**src/rtl/led_fade_driver_pkg.sv**
```systemverilog
`default_nettype none
// ============================================================================
// Module      : led_fade_driver_pkg
// Description : Shared widths and FSM state type for the LED fade driver.
// Revision    : 1.0 - initial release
// ============================================================================
package led_fade_driver_pkg;

    localparam int BITS      = 4;
    localparam int PWM_BITS  = 8;
    localparam int FADE_LOG2 = 4;

    typedef enum logic {
        IDLE = 1'b0,
        FADE = 1'b1
    } fade_state_t;

endpackage
`default_nettype wire

```
**src/rtl/led_fade_channel.sv**
```systemverilog
`default_nettype none
// ============================================================================
// Module      : led_fade_channel
// Description : One LED channel: level/target registers, unit step, PWM compare.
// Revision    : 1.0 - initial release
// ============================================================================
module led_fade_channel
    import led_fade_driver_pkg::*;
#(
    parameter int PWM_BITS = led_fade_driver_pkg::PWM_BITS
) (
    input  logic                clk,
    input  logic                rst,
    input  logic                i_load,
    input  logic                i_new_on,
    input  logic [PWM_BITS-1:0] i_brightness,
    input  logic                i_step,
    input  logic [PWM_BITS-1:0] i_pwm_cnt,
    output logic                o_led,
    output logic                o_at_target,
    output logic                o_new_match
);

    logic [PWM_BITS-1:0] r_level;
    logic [PWM_BITS-1:0] r_target;
    logic [PWM_BITS-1:0] w_level_next;
    logic [PWM_BITS-1:0] w_new_target;
    logic                r_led;

    assign w_new_target = i_new_on ? i_brightness : '0;

    always_comb begin
        w_level_next = r_level;
        if (i_step) begin
            if (r_level < r_target) begin
                w_level_next = r_level + PWM_BITS'(1);
            end else if (r_level > r_target) begin
                w_level_next = r_level - PWM_BITS'(1);
            end
        end
    end

    // Looks past the current step so the FSM can leave FADE on the final step edge.
    assign o_at_target = (w_level_next == r_target);
    assign o_new_match = (r_level == w_new_target);
    assign o_led       = r_led;

    always_ff @(posedge clk) begin
        if (rst) begin
            r_level  <= '0;
            r_target <= '0;
            r_led    <= 1'b0;
        end else begin
            r_level <= w_level_next;
            r_led   <= (r_level > i_pwm_cnt);
            if (i_load) begin
                r_target <= w_new_target;
            end
        end
    end

endmodule
`default_nettype wire

```
**src/rtl/led_fade_driver.sv**
```systemverilog
`default_nettype none
// ============================================================================
// Module      : led_fade_driver
// Description : PWM LED driver fading each channel toward its on/off target.
// Revision    : 1.0 - initial release
// ============================================================================
module led_fade_driver
    import led_fade_driver_pkg::*;
#(
    parameter int BITS      = led_fade_driver_pkg::BITS,
    parameter int PWM_BITS  = led_fade_driver_pkg::PWM_BITS,
    parameter int FADE_LOG2 = led_fade_driver_pkg::FADE_LOG2
) (
    input  logic                clk,
    input  logic                rst,
    input  logic                in_valid,
    input  logic [BITS-1:0]     in_data,
    input  logic [PWM_BITS-1:0] brightness,
    output logic                in_ready,
    output logic [BITS-1:0]     led,
    output logic                busy
);

    fade_state_t         r_state;
    fade_state_t         w_state_next;
    logic [PWM_BITS-1:0] r_pwm_cnt;
    logic                w_pwm_max;
    logic                w_strobe;
    logic                w_xfer;
    logic                w_step;
    logic [BITS-1:0]     w_at_target;
    logic [BITS-1:0]     w_new_match;

    assign w_pwm_max = &r_pwm_cnt;
    assign in_ready  = (r_state == IDLE);
    assign busy      = (r_state == FADE);
    assign w_xfer    = in_valid && in_ready;
    assign w_step    = w_strobe && busy;

    always_ff @(posedge clk) begin
        if (rst) begin
            r_pwm_cnt <= '0;
        end else begin
            r_pwm_cnt <= r_pwm_cnt + PWM_BITS'(1);
        end
    end

    generate
        if (FADE_LOG2 > 0) begin : g_fade_cnt
            logic [FADE_LOG2-1:0] r_fade_cnt;

            always_ff @(posedge clk) begin
                if (rst) begin
                    r_fade_cnt <= '0;
                end else if (w_pwm_max) begin
                    r_fade_cnt <= r_fade_cnt + FADE_LOG2'(1);
                end
            end

            assign w_strobe = w_pwm_max && (&r_fade_cnt);
        end else begin : g_no_fade_cnt
            assign w_strobe = w_pwm_max;
        end
    endgenerate

    generate
        for (genvar gi = 0; gi < BITS; gi++) begin : g_chan
            led_fade_channel #(
                .PWM_BITS (PWM_BITS)
            ) u_chan (
                .clk          (clk),
                .rst          (rst),
                .i_load       (w_xfer),
                .i_new_on     (in_data[gi]),
                .i_brightness (brightness),
                .i_step       (w_step),
                .i_pwm_cnt    (r_pwm_cnt),
                .o_led        (led[gi]),
                .o_at_target  (w_at_target[gi]),
                .o_new_match  (w_new_match[gi])
            );
        end
    endgenerate

    always_comb begin
        w_state_next = r_state;
        case (r_state)
            IDLE: begin
                if (w_xfer && !(&w_new_match)) begin
                    w_state_next = FADE;
                end
            end
            FADE: begin
                if (&w_at_target) begin
                    w_state_next = IDLE;
                end
            end
            default: w_state_next = IDLE;
        endcase
    end

    always_ff @(posedge clk) begin
        if (rst) begin
            r_state <= IDLE;
        end else begin
            r_state <= w_state_next;
        end
    end

endmodule
`default_nettype wire
```
**config.mk**
```make
export PLATFORM = sky130hd
export DESIGN_NAME = led_fade_driver
export DESIGN_NICKNAME = d
export VERILOG_FILES = /design/src/rtl/led_fade_driver_pkg.sv /design/src/rtl/led_fade_channel.sv /design/src/rtl/led_fade_driver.sv
export SDC_FILE = /design/constraint.sdc
export NUM_CORES = 1
export LEC_CHECK = 0
export BUFFER_PORTS_ARGS = -buffer_cell sky130_fd_sc_hd__buf_2
export CAP_MARGIN = 20
export CORE_UTILIZATION = 30
export CTS_CLUSTER_DIAMETER = 60
export DETAILED_ROUTE_END_ITERATION = 12
export PLACE_DENSITY_LB_ADDON = 0.08
export SLEW_MARGIN = 5
export SYNTH_ARGS = -nofsm -noshare
export SYNTH_HDL_FRONTEND = slang
export SYNTH_SLANG_ARGS = --single-unit
```
**constraint.sdc**
```tcl
create_clock -name clk -period 2.8 [get_ports clk]
set_input_delay 0 -clock clk [delete_from_list [all_inputs] [get_ports clk]]
set_output_delay 0 -clock clk [all_outputs]
set_load 0.1 [all_outputs]
```
==> results by group <==
Run status
  – Status: finished, violations left
  – Failing checks: setup timing

Floorplanning
  – Die area: 0.0244 mm²
  – Row Count: 56
  – Io pins: 21
  – Floorplan Core Area: 0.0234 mm²
  – Die X: 156 µm
  – Chip height: 156 µm
  – Initial Util: 30.5%

STA
  – Min cycle time layout: 3070 ps
  – PnR worst setup slack: -265 ps
  – Worst Skew: 11.7 ps
  – Worst slew pin tran: 615 ps
  – Finish-stage setup viols: 1
  – Slew headroom: between 50 and 60%
  – Final count of hold timing violations: 0
  – Peak Freq: about 330 MHz
  – Max-slew violation count: 0
  – WHS: ~44 ps
  – Fin crit share: 109%
  – RSZ-0062 raised after global routing: yes

Place
  – Inst Count DP: 1450
  – Port Buffers: 20
  – Placer Congestion: a little over 0.9
  – Dpl hpwl: 23.4 mm

Power
  – Cell Pwr Density: 353 mW/mm²
  – P_leak: 4.13 nW
  – IR Drop Worst-Case VDD: around 270 µV

Logic synthesis
  – Syn Area/Cell: ~7.5 µm²
  – Yosys reg bits: 81
  – Post-Syn Area: 0.00715 mm²
  – Async set or reset register ratio after synthesis: 0%
  – Distinct cell type count after synthesis: 69
  – Mapped Cells: 953
  – Ys flop type: dfxtp_1
  – Synth warnings: 0
  – Number of flops mapped to enable cells by yosys: 0
  – Sequential fraction of the synthesis area: 22.7%
  – Syn_nets: between 1000 and 1500

Worst setup path
  – Endpoint type of the worst setup path: flop
  – CP Launch Point: g_fade_cnt.r_fade_cnt[1]$_SDFFE_PP0P_
  – Setup slack, reg-to-reg: -270 ps
  – Worst flop-to-flop path startpoint: g_fade_cnt.r_fade_cnt[1]$_SDFFE_PP0P_
  – Crit-path cells: ha_4, nand4_1, buf_4, or3_4, or3_4, nand3_1, a2bb2oi_1, nand3_1, nor4_2, nand4_1, nor4_1, a31oi_1
  – CP required: 3040 ps
  – CP max stage delay: 430 ps
  – Crit Path Class: flop to flop
  – R2R depth: 12
  – FF-to-FF End: busy$_SDFF_PP0_
  – CP Data Arrival Time: 3300 ps
  – Critical Path Source Type: flop
  – Slowest CP cell: or3_4
  – Critical Path Fanout Max: 3

Hold path
  – Hold path cells: 4
  – Hold Startpoint: in_valid
  – Min-delay worst type: input pin to flop
  – Hold path endpoint: busy$_SDFF_PP0_

Cells and area
  – Fin util: 42.6%
  – Share of cells above drive strength 1: 32.6%
  – Non-Filler Instances: 1480
  – Diode count: 0
  – Nets@finish: approximately 1200
  – Synth-to-layout area growth: 39.7%

Clocking
  – Clock Path Buffers: 2
  – CTS tree: done
  – CTS root buffer: clkbuf_16
  – Clk_lat worst skew: 360 ps
  – CTS Sinks: between 80 and 90
  – Clk slew on worst S/H paths: 70 ps
  – Clock buffer count from CTS: 9
  – H-tree levels: 3

Route
  – DRT Pass-1 Iters: 5
  – Wirelength, routed: 30.8 mm
  – Drc violations: 0
  – Post-route ant nets: 0
  – Via count: 7941
  – First DRT Iteration DRCs: slightly above 600
  – Vias per inst: 5.37
  – Post-DR wirelength/cell: about 21 µm

Global routing
  – Overall routing resource usage: 25.9%
  – Largest net degree at the start of global routing: 33
  – Global route hottest layer: met2
  – M2 GR Usage: between 40 and 50%
  – Met3 usage: under 10%
  – GRT overflow: 0
  – Vias in the first global route: 7679
  – Initial antenna violation count: 1
  – Met1 Usage GRT: 35.0%
  – First-pass GRT wire length: 46.6 mm

Run
  – Max-Cap Viols: 0
==> cell usage in the layout (no fill, tap or decap), types with 5 or more instances in the layout <==
cell type,Yosys,routed
o22ai_1,6,6
nand2b_1,14,12
dfxtp_1,81,65
a21o_1,12,12
o211ai_1,7,7
o21ai_1,6,5
a21oi_1,67,62
nor2_2,0,5
buf_4,7,236
nand2_1,74,74
buf_6,2,5
o2111ai_1,6,5
buf_2,9,20
nor4_1,16,10
o21ai_0,34,31
inv_1,48,46
nand4_1,37,37
or4_1,7,5
xor2_1,22,22
nand3b_1,6,6
or3_1,13,8
nor4_2,3,7
or3_4,0,5
nor2_1,87,82
nor2b_1,18,17
dfxtp_2,0,15
a21oi_2,1,5
a22oi_1,6,6
ha_1,74,68
clkbuf_16,0,9
xnor2_1,52,50
nand3_1,66,65
nor3_1,23,21
ha_4,0,6
==> critical path: cells and delay by family (launching register included) <==
kind / cells / cell delay (ps)
simple gates: 8 / 1990
flops: 1 / 350
compound gates: 2 / 290
buf+inv: 1 / 180
fa+ha+maj: 1 / 130
==> worst max path at each step <==
stage	end	cells after the start
2_1_floorplan	busy$_SDFF_PP0_	12
3_3_place_gp	busy$_SDFF_PP0_	11
3_5_place_dp	busy$_SDFF_PP0_	12
4_1_cts	busy$_SDFF_PP0_	14
5_1_grt	busy$_SDFF_PP0_	12
6_report	busy$_SDFF_PP0_	12
==> metal layers <==
metal | vias up | share of wire, %
li1 | 3834 | -
met1 | 3801 | 46
met2 | 254 | 46
met3 | 52 | 4.8
met4 | 0 | 2.7
met5 | - | 0
==> metrics by stage <==
step / area (µm²) / setup TNS [ps] / power [mW] / worst slack, ps
after CTS: 9890 / -199 / 3.51 / -199
after global placement: 9160 / -435 / 2.16 / -435
after floorplan: 7200 / -102 / 1.73 / -102
after detailed placement: 9160 / -467 / 2.16 / -467
after global routing: 9980 / -401 / 3.67 / -401
final: 9980 / -265 / 3.52 / -265
==> flip-flops by register name, indices dropped and copies added, names as in the netlist <==
| register | count |
|---|---|
| g_chan.u_chan.r_level | 32 |
| g_chan.u_chan.r_target | 32 |
| busy | 1 |
| r_pwm_cnt | 8 |
| g_chan.u_chan.o_led | 4 |
| g_fade_cnt.r_fade_cnt | 4 |
==> repair_timing <==
item / in CTS / in global routing
setup endpoints to repair: 1 / 1
gates resized for setup: 70 / 19
hold buffers: 0 / 0
buffers inserted: 15 / 1
pin swaps: 35 / 9
==> logic make-up (layout without fill, tap and decap cells) <==
kind of cell,after synthesis,count (layout),share of synthesized area (%)
simple gates,390,390,28.2
compound gates,202,202,18.2
buf+inv,121,329,7.09
flops,81,81,22.7
xor+xnor,75,75,9.39
fa+ha+maj,74,74,13.0
mux,10,10,1.45
==> area by class of cell <==
class                           count  area (µm²)
Clock inverter                      4        52.6
Fill cell                        2486       13400
Inverter                           48         180
Multi-Input combinational cell    751        5450
Clock buffer                       12         246
Tap cell                          319         399
Timing Repair Buffer              265        2010
Sequential cell                    81        1640
==> synth_stat cells, types with 3 or more instances <==
library cell | n | area (µm²)
a22oi_1 | 6 | 45.0
clkbuf_1 | 51 | 191
mux2_2 | 3 | 33.8
inv_1 | 48 | 180
ha_1 | 74 | 926
o211ai_1 | 7 | 52.6
o22ai_1 | 6 | 37.5
a2111oi_0 | 3 | 26.3
o21ai_0 | 34 | 170
a31oi_1 | 5 | 31.3
or3_1 | 13 | 81.3
a211o_1 | 3 | 26.3
mux2i_1 | 7 | 70.1
o2111ai_1 | 6 | 52.6
or4_1 | 7 | 52.6
nor4_2 | 3 | 37.5
a21o_1 | 12 | 90.1
nand3_1 | 66 | 330
nor4_1 | 16 | 100
o41ai_1 | 3 | 26.3
nand3b_1 | 6 | 45.0
nand2_1 | 74 | 278
dfxtp_1 | 81 | 1620
nor2_1 | 87 | 327
a211oi_1 | 7 | 52.6
nor3b_1 | 3 | 22.5
nor2b_1 | 18 | 113
and3_1 | 5 | 31.3
a41oi_1 | 3 | 26.3
xnor2_1 | 52 | 455
a31o_2 | 4 | 35.0
nand2b_1 | 14 | 87.6
xor2_1 | 22 | 193
o21ai_1 | 6 | 30.0
o221ai_1 | 3 | 26.3
buf_4 | 7 | 52.6
or2_2 | 3 | 18.8
o21a_1 | 3 | 22.5
a21oi_1 | 67 | 335
buf_1 | 4 | 15.0
nor3_1 | 23 | 115
nor4bb_1 | 4 | 40.0
buf_2 | 9 | 45.0
nand4_1 | 37 | 231
==> report_power, final <==
group          switching (mW)  internal, mW  total [mW]
Sequential             0.0170          1.18        1.20
Clock                   0.561         0.720        1.28
Combinational           0.607         0.431        1.04
Total                    1.18          2.34        3.52
Power figures use the tool's default switching activity.
